**config.mk**
```make
export PLATFORM = sky130hd
export DESIGN_NAME = pe_wb_arbiter
export DESIGN_NICKNAME = d
export VERILOG_FILES = /design/src/rtl/pe_pkg.sv /design/src/rtl/pe_rr_arbiter.sv /design/src/rtl/pe_wb_arbiter.sv
export SDC_FILE = /design/constraint.sdc
export NUM_CORES = 1
export LEC_CHECK = 0
export BUFFER_PORTS_ARGS = -buffer_cell sky130_fd_sc_hd__buf_2
export CELL_PAD_IN_SITES_DETAIL_PLACEMENT = 1
export CELL_PAD_IN_SITES_GLOBAL_PLACEMENT = 2
export CORE_MARGIN = 2
export CORE_UTILIZATION = 29
export CTS_CLUSTER_DIAMETER = 50
export CTS_CLUSTER_SIZE = 28
export DETAILED_ROUTE_END_ITERATION = 6
export GPL_TIMING_DRIVEN = 0
export PLACE_DENSITY = 0.79
export SLEW_MARGIN = 20
export SYNTH_ARGS = -nofsm -noshare
export SYNTH_HDL_FRONTEND = slang
export SYNTH_SLANG_ARGS = --single-unit
```
**constraint.sdc**
```tcl
create_clock -name clk -period 3.6 [get_ports clk]
set_clock_uncertainty 0.15 [all_clocks]
set_input_delay 0 -clock clk [delete_from_list [all_inputs] [get_ports clk]]
set_output_delay 0 -clock clk [all_outputs]
set_load 0.01 [all_outputs]
```
**src/rtl/pe_pkg.sv**
```systemverilog
// pe_pkg: shared constants for the PE writeback path.
//   DATA_WIDTH / ADDR_WIDTH / NUM_REGS : register file geometry
//   ZERO_REG                           : hard-wired zero register address
//   src_id_e                           : writeback source index encoding
package pe_pkg;

  localparam int unsigned DATA_WIDTH = 32;
  localparam int unsigned ADDR_WIDTH = 5;
  localparam int unsigned NUM_REGS   = 32;

  localparam logic [ADDR_WIDTH-1:0] ZERO_REG = '0;

  typedef enum logic [2:0] {
    SRC_ALU = 3'd0,
    SRC_MUL = 3'd1,
    SRC_LSU = 3'd2
  } src_id_e;

endpackage

```
**src/rtl/pe_rr_arbiter.sv**
```systemverilog
// pe_rr_arbiter: combinational round-robin arbiter.
//   req         in  NUM_SRC  request vector
//   ptr         in  IDX_W    highest-priority index this cycle
//   grant       out NUM_SRC  one-hot grant (all zero when no request)
//   grant_idx   out IDX_W    encoded index of the granted request
//   grant_valid out 1        some request was granted
module pe_rr_arbiter #(
  parameter int unsigned NUM_SRC = 3,
  parameter int unsigned IDX_W   = (NUM_SRC > 1) ? $clog2(NUM_SRC) : 1
) (
  input  logic [NUM_SRC-1:0] req,
  input  logic [IDX_W-1:0]   ptr,
  output logic [NUM_SRC-1:0] grant,
  output logic [IDX_W-1:0]   grant_idx,
  output logic               grant_valid
);

  always_comb begin
    int unsigned idx;
    grant       = '0;
    grant_idx   = '0;
    grant_valid = 1'b0;
    idx         = 0;
    // Scan starting at ptr and wrapping; the first request found wins.
    for (int unsigned i = 0; i < NUM_SRC; i++) begin
      idx = (32'(ptr) + i) % NUM_SRC;
      if (!grant_valid && req[IDX_W'(idx)]) begin
        grant_valid             = 1'b1;
        grant[IDX_W'(idx)]      = 1'b1;
        grant_idx               = IDX_W'(idx);
      end
    end
  end

endmodule

```
**src/rtl/pe_wb_arbiter.sv**
```systemverilog
// pe_wb_arbiter: round-robin sharing of the register-file write port between
// NUM_SRC writeback sources, registered write, and pending-write scoreboard.
//   clk, rst            clock, asynchronous active-high reset
//   src_valid/src_ready per-source valid/ready handshake
//   src_addr/src_data   flattened per-source address/data (source i at i*W)
//   wr_en/wr_addr/wr_data  registered register-file write (one cycle latency)
//   issue_en/issue_addr issue stage marks a destination as pending
//   chk_addr1/2, busy1/2   operand hazard checks (with same-cycle bypass)
//   issue_busy          issue_addr already pending (WAW)
//   conflict_cnt        cycles with 2+ requesters, saturating; only built
//                       with PE_WB_PERF_CNT_EN defined, otherwise tied to 0
module pe_wb_arbiter
  import pe_pkg::*;
#(
  parameter int unsigned NUM_SRC    = 3,
  parameter int unsigned DATA_WIDTH = pe_pkg::DATA_WIDTH,
  parameter int unsigned ADDR_WIDTH = pe_pkg::ADDR_WIDTH,
  parameter int unsigned NUM_REGS   = pe_pkg::NUM_REGS
) (
  input  logic                           clk,
  input  logic                           rst,
  input  logic [NUM_SRC-1:0]             src_valid,
  output logic [NUM_SRC-1:0]             src_ready,
  input  logic [NUM_SRC*ADDR_WIDTH-1:0]  src_addr,
  input  logic [NUM_SRC*DATA_WIDTH-1:0]  src_data,
  output logic                           wr_en,
  output logic [ADDR_WIDTH-1:0]          wr_addr,
  output logic [DATA_WIDTH-1:0]          wr_data,
  input  logic                           issue_en,
  input  logic [ADDR_WIDTH-1:0]          issue_addr,
  input  logic [ADDR_WIDTH-1:0]          chk_addr1,
  input  logic [ADDR_WIDTH-1:0]          chk_addr2,
  output logic                           busy1,
  output logic                           busy2,
  output logic                           issue_busy,
  output logic [15:0]                    conflict_cnt
);

  localparam int unsigned IDX_W = (NUM_SRC > 1) ? $clog2(NUM_SRC) : 1;

  logic [IDX_W-1:0]      rr_ptr;
  logic [IDX_W-1:0]      grant_idx;
  logic [NUM_SRC-1:0]    grant;
  logic                  grant_valid;
  logic [ADDR_WIDTH-1:0] sel_addr;
  logic [DATA_WIDTH-1:0] sel_data;
  logic [NUM_REGS-1:0]   pend;
  logic [NUM_REGS-1:0]   pend_nxt;

  function automatic logic tracked(input logic [ADDR_WIDTH-1:0] a);
    return (a != ADDR_WIDTH'(ZERO_REG)) && (32'(a) < NUM_REGS);
  endfunction

  // Pending and not being retired by the write on the port this cycle.
  function automatic logic hazard(input logic [NUM_REGS-1:0]   p,
                                  input logic                  we,
                                  input logic [ADDR_WIDTH-1:0] wa,
                                  input logic [ADDR_WIDTH-1:0] a);
    return tracked(a) && p[a] && !(we && (wa == a));
  endfunction

  pe_rr_arbiter #(
    .NUM_SRC (NUM_SRC),
    .IDX_W   (IDX_W)
  ) u_arb (
    .req         (src_valid),
    .ptr         (rr_ptr),
    .grant       (grant),
    .grant_idx   (grant_idx),
    .grant_valid (grant_valid)
  );

  assign src_ready = rst ? '0 : grant;

  always_comb begin
    sel_addr = '0;
    sel_data = '0;
    for (int unsigned i = 0; i < NUM_SRC; i++) begin
      if (grant[i]) begin
        sel_addr = src_addr[i*ADDR_WIDTH +: ADDR_WIDTH];
        sel_data = src_data[i*DATA_WIDTH +: DATA_WIDTH];
      end
    end
  end

  // A zero-address grant still consumes the round-robin slot but never writes.
  always_ff @(posedge clk or posedge rst) begin
    if (rst) begin
      wr_en   <= 1'b0;
      wr_addr <= '0;
      wr_data <= '0;
      rr_ptr  <= '0;
    end else begin
      wr_en <= grant_valid && (sel_addr != ADDR_WIDTH'(ZERO_REG));
      if (grant_valid) begin
        wr_addr <= sel_addr;
        wr_data <= sel_data;
        rr_ptr  <= (grant_idx == IDX_W'(NUM_SRC - 1)) ? '0 : grant_idx + 1'b1;
      end
    end
  end

  // Clear first, then set, so an issue on the retiring address stays pending.
  always_comb begin
    pend_nxt = pend;
    if (wr_en && tracked(wr_addr)) begin
      pend_nxt[wr_addr] = 1'b0;
    end
    if (issue_en && tracked(issue_addr)) begin
      pend_nxt[issue_addr] = 1'b1;
    end
    pend_nxt[0] = 1'b0;
  end

  always_ff @(posedge clk or posedge rst) begin
    if (rst) begin
      pend <= '0;
    end else begin
      pend <= pend_nxt;
    end
  end

  assign busy1      = hazard(pend, wr_en, wr_addr, chk_addr1);
  assign busy2      = hazard(pend, wr_en, wr_addr, chk_addr2);
  assign issue_busy = hazard(pend, wr_en, wr_addr, issue_addr);

`ifdef PE_WB_PERF_CNT_EN
  logic [15:0] cnt_q;

  always_ff @(posedge clk or posedge rst) begin
    if (rst) begin
      cnt_q <= '0;
    end else if (($countones(src_valid) > 1) && (cnt_q != '1)) begin
      cnt_q <= cnt_q + 16'd1;
    end
  end

  assign conflict_cnt = cnt_q;
`else
  assign conflict_cnt = '0;
`endif

endmodule

```
After elaboration in Yosys (flattened, before gate mapping):

Index checks and enable logic that the tools add are counted.
Widths: inputs -> output; s select.

* register bits after elaboration: 71
* output and inout port bits: 60

* add/subtract/negate cells: 3
* div/mod/pow operators: 3
* $lt $le $gt $ge: 12
* equal/unequal tests: 4
* multiplexer cells: 41
* bitwise logic cells: 5
* reduce and logical (&&, ||, !) cells: 29

Operators by type and width (count)
* $mux 32: 5
* $mod 32x2->32 const B: 2
* $and 32x32->32: 1
* $mod 2x2->32 const B: 1
* $not 32->32: 1
* $or 32x32->32: 1
* $reduce_bool 5->1: 5
* $lt 5x6->1 const B: 4
* $logic_and 1x1->1: 19
* $bmux 1 s5: 3
* $eq 5x5->1: 3
* $mux 5: 3
* $mux 1: 14
* $mux 3: 4
* $demux 1 s5: 2
* $ge 5x1->1 const B: 2
* $lt 2x3->1 const B: 3
* $mux 2: 4
* $bmux 1 s2: 3
* $demux 1 s2: 3
* $ge 2x1->1 const B: 3
* $or 3x3->3: 2
* $logic_not 1->1: 5
* $add 2x1->3 const B: 1
* other kinds (3): 3

Logic depth before layout (Yosys ltp):

* depth in word-level cells: 15
* gate-level depth with buffers: 12
* gate-level depth less buffers: 8

Modules after synthesis:

Synthesis repeated with hierarchy kept, for this count alone.

* cell total of the unflattened synthesis: 535
* area total of the unflattened synthesis: 5034.8 um2

By module, submodules not included
* pe_wb_arbiter: times used 1, cells each 482, area each 4687.0 um2, sequential area each 1776.7 um2
* pe_rr_arbiter: times used 1, cells each 53, area each 347.8 um2, sequential area each 0.0 um2

Least setup slack after synthesis:

Ideal clock, no wire load.

* path kind: reg-to-reg
* start: reg rr_ptr[0]
* end: reg wr_addr[1]
* arrival time: 2.333 ns
* setup slack: 1.040 ns
* stages on the path, launching flop included: 12
* path buffers: 4
* cells stage by stage: dfrtp_1 > inv_1 > ha_1 > buf_2 > buf_2 > mux2_2 > a221oi_1 > nor2b_1 > buf_4 > buf_2 > a22oi_1 > o21ai_1

* word-level cells in the longest chain between the ends: 13
* elaborated cells between the ends (all ways): 41

RTL lines
* from (decl): line pe_wb_arbiter.sv:41 `logic [IDX_W-1:0] rr_ptr;`
* from (signal assigned): line pe_wb_arbiter.sv:98 `rr_ptr <= (grant_idx == IDX_W'(NUM_SRC - 1)) ? '0 : grant_idx + 1'b1;`
* $add 2x1->3 or $mod 2x2->32 (tied branches): line pe_rr_arbiter.sv:26 `idx = (32'(ptr) + i) % NUM_SRC;`
* $mod 32x2->32, or another cell as far along: line pe_rr_arbiter.sv:26
* $lt 2x3->1 (not written as such), or another cell as far along: line pe_rr_arbiter.sv:29 `grant[IDX_W'(idx)] = 1'b1;`
* $logic_and 1x1->1 (not written as such), or another cell as far along: line pe_rr_arbiter.sv:29
* $mux 1 (not written as such), or another cell as far along: line pe_rr_arbiter.sv:29
* $demux 1 s2, or another cell as far along
* $or 3x3->3 (no source line) or $mux 1 (tied branches)
* $mux 3 or $logic_not 1->1 (tied branches): line pe_rr_arbiter.sv:27 `if (!grant_valid && req[IDX_W'(idx)]) begin`
* $or 3x3->3 (no source line) or $logic_and 1x1->1 (tied branches)
* $mux 3: line pe_rr_arbiter.sv:27
* $mux 5 (3 in a row): line pe_wb_arbiter.sv:79 `if (grant[i]) begin`
* to (signal assigned): line pe_wb_arbiter.sv:96 `wr_addr <= sel_addr;`
* to (decl): line pe_wb_arbiter.sv:27 `output logic [ADDR_WIDTH-1:0] wr_addr,`

Several ways; a longest one is shown, not always the timed one. The select of a mux whose other input is x is not followed.
A chain may end at the register's enable or synchronous reset.

Worst setup path in the final report:

* start: reg rr_ptr[1]
* end: reg wr_data[28]

* word-level cells in the longest chain between the ends: 13
* elaborated cells between the ends (all ways): 41

RTL lines
* $add 2x1->3 or $mod 2x2->32 (tied branches): line pe_rr_arbiter.sv:26
* $mod 32x2->32, or another cell as far along: line pe_rr_arbiter.sv:26
* $lt 2x3->1 (not written as such), or another cell as far along: line pe_rr_arbiter.sv:29
* $logic_and 1x1->1 (not written as such), or another cell as far along: line pe_rr_arbiter.sv:29
* $mux 1 (not written as such), or another cell as far along: line pe_rr_arbiter.sv:29
* $demux 1 s2, or another cell as far along
* $or 3x3->3 (no source line) or $mux 1 (tied branches)
* $mux 3 or $logic_not 1->1 (tied branches): line pe_rr_arbiter.sv:27
* $or 3x3->3 (no source line) or $logic_and 1x1->1 (tied branches)
* $mux 3: line pe_rr_arbiter.sv:27
* $mux 32 (3 in a row): line pe_wb_arbiter.sv:79
* to (signal assigned): line pe_wb_arbiter.sv:97 `wr_data <= sel_data;`
* to (decl): line pe_wb_arbiter.sv:28 `output logic [DATA_WIDTH-1:0] wr_data,`

Several ways; a longest one is shown, not always the timed one. The select of a mux whose other input is x is not followed.

==> metrics.cfg <==
[timing]
report.final.slew_viol_count = 0
finalHoldViolCount = 0
fmax_ghz = 0.2860
setup_viol = 0
worstMarginPinSlew_ns = 0.7831
fin_crit_sh = 0.9713
max_slew_margin = 0.4779
whs_ns = 0.02223
min_period_ns = 3.497

[flow_run]
maxCapViolations = 0

[place]
io_buffers = 163
dp_hpwl_mm = 15.28
numPlacedInstances = 905
gp_routability_congestion = 0.8583

[floorplanning]
dieArea_um2 = 18230
dieWidth_um = 135.0
core-area_um2 = 16700
start_util = 0.2981
rows = 47
die_h_um = 135.0
ios = 192

[final_layout]
ff_latch_area_um2 = 1777
nets = 941
fillers = 1963
mostFrequentLayoutCells = buf_2 (175), dlygate4sd3_1 (107), o21ai_0 (73)
stdcell_count = 1031
final_common_cell = buf_2
drive_gt1_frac = 0.3519
multi_input_area_um2 = 2872
areaGrowthSynthToFinish_pct = 52.20

[setup_path]
critical_path_class = register to register
max_stage_delay_ns = 0.62
crit_path_max_fanout = 10
end_kind = register
critical_path_arrival_ns = 3.53
required_ns = 3.64
crit_path_start_kind = register
path_cells = inv_1 > ha_1 > buf_2 > nand3b_1 > o21ai_2 > nor4_2 > nor4_4 > buf_12 > buf_6 > a22oi_1 > dlygate4sd3_1 > o21ai_1
cp_slowest_cell = dlygate4sd3_1

[route]
drt_first_pass_iters = 5
drt_wl_total_mm = 22.46
vias = 5624
avgRoutedWirePerCell_um = 21.79
ant_nets = 0
drtIter0Drc = 247
drc_errors = 0
routed_via_density = 5.455

[clocking]
tritoncts = done
cts_made_buffers = 9
clk_pin_slew_worst_paths_ns = 0.06
clk-insertion-delay-late_ns = 0.34
clockBufferDepth = 2
cts_root_buf = clkbuf_16
clkSinkCount = 71
cts_htree_levels = 3

[power]
ir_drop_mv = 0.6716
power_density_nw_per_um2 = 903.8
p_leak_uw = 0.003242

[logic_synthesis]
synth.distinct_cells = 61
yosysWarnings = 0
async_flop_share = 1.000
syn_area_um2 = 4979
yosysSeqAreaShare = 0.3569
synth_cells = 506
synth-seq-cells = 71
synth_edf_count = 0
ys.flop_type = dfrtp_1
synth_area_per_cell_um2 = 9.839

[global_route]
grt_max_degree = 40
grt.total_usage = 0.2477
antenna_found_initial = 2
grt_first_pass_wirelength_mm = 34.66
grt_remaining_overflow = 0
grt_pass1_vias = 6379

[min_path]
hp-class = input pin to register

[status]
outcome = finished, final reports clean

## cell type report
class,instances,share of cell area
Multi-Input combinational cell,375,0.3790
Timing Repair Buffer,273,0.2553
Sequential cell,71,0.2345
Buffer,61,0.04657
Tap cell,220,0.03633
Clock buffer,11,0.03336
Clock inverter,5,0.007431
Inverter,14,0.007266
Antenna cell,1,0.0003303
## flip-flops by register name (all words and copies together), names as in the netlist
register and flops:
wr_data 32, pend 31, wr_addr 5, rr_ptr 2, wr_en 1
## cell families after synthesis
logic type | Yosys count | share of synthesized area
AO/OA/AOI/OAI | 211 | 0.2883
AND/OR/NAND/NOR | 96 | 0.1056
buffers and inverters | 75 | 0.08092
flip-flops | 71 | 0.3569
multiplexers | 34 | 0.1329
XOR/XNOR | 14 | 0.02463
adder cells (fa/ha/maj) | 4 | 0.01005
other | 1 | 0.0007532
## path summary, 6_finish.rpt
kind | from | endpoint | slack, ns | cells after the start
setup / recovery | rr_ptr[1]$_DFFE_PP0P_ | wr_data[28]$_DFFE_PP0P_ | 0.10 | 12
hold / removal | src_addr[0] | wr_addr[0]$_DFFE_PP0P_ | 0.02 | 4
setup reg to reg | rr_ptr[1]$_DFFE_PP0P_ | wr_data[28]$_DFFE_PP0P_ | 0.10 | 12
hold reg to reg | wr_data[5]$_DFFE_PP0P_ | wr_data[5]$_DFFE_PP0P_ | 0.38 | 2
min in group asynchronous | rst | wr_data[20]$_DFFE_PP0P_ | 0.11 | 3
max in group asynchronous | rst | pend[18]$_DFF_PP0_ | 2.63 | 4
## routing by layer
layer  track usage  part of all wire  vias up
li1              -                 -     2500
met1        0.2781              0.38     2819
met2        0.4397              0.52      253
met3       0.06532             0.065       52
met4        0.1123             0.035        0
met5             0                 0        -
## power breakdown
| group | internal (uW) | switching [uW] | total, uW |
|---|---|---|---|
| combinational | 1990 | 2390 | 4390 |
| clock | 573 | 370 | 944 |
| sequential | 1200 | 317 | 1520 |
## cell usage after synthesis, types with 2 or more instances
library cell | count | area, um2
o21ai_0 | 73 | 365.4
dfrtp_1 | 71 | 1777
a22oi_1 | 53 | 397.9
nand2_1 | 30 | 112.6
o21ai_1 | 29 | 145.1
clkbuf_1 | 25 | 93.84
mux4_2 | 25 | 563.0
buf_4 | 18 | 135.1
nor2_1 | 18 | 67.56
a22oi_2 | 16 | 200.2
inv_1 | 14 | 52.55
buf_2 | 12 | 60.06
nand3b_1 | 11 | 82.58
xor2_1 | 11 | 96.34
a21oi_1 | 8 | 40.04
nand3_1 | 7 | 35.03
buf_6 | 5 | 56.30
a21boi_0 | 4 | 30.03
a221oi_1 | 4 | 35.03
ha_1 | 4 | 50.05
mux2_2 | 4 | 45.04
mux2i_1 | 4 | 40.04
nor2b_1 | 4 | 25.02
nor3_1 | 4 | 20.02
nor4_1 | 4 | 25.02
o21ai_2 | 3 | 26.28
o221a_2 | 3 | 33.78
o22ai_1 | 3 | 18.77
or3b_2 | 3 | 26.28
xnor2_1 | 3 | 26.28
a31oi_1 | 2 | 12.51
nand2b_1 | 2 | 12.51
## worst max-delay path, delay by kind of cell (launching register included)
family                     cells  cell delay (ns)
and+or+nand+nor                3             0.96
buffers and inverters          5             1.23
DFF                            1             0.41
AOI/OAI and AO/OA              3             0.44
adders and majority gates      1             0.14
## through the flow
step	instance area [um2]	setup WS [ns]	utilization	total power (uW)	TNS, ns
6_report	7577	0.1034	0.4537	6848	0
5_1_grt	7577	-0.04576	0.4537	7311	-0.04576
4_1_cts	7528	0.02107	0.4508	6573	0
3_5_place_dp	6148	0.2046	0.3681	5096	0
3_3_place_gp	6126	0.3072	0.3668	4921	0
2_1_floorplan	5035	1.040	-	3890	0
## timing repair
item                       CTS  global route
hold endpoints to repair   109             0
setup endpoints to repair    0            35
resized for setup            0             8
buffers inserted             0             2
hold buffers               107             0
Note: power is estimated with default switching activity, not from simulation.
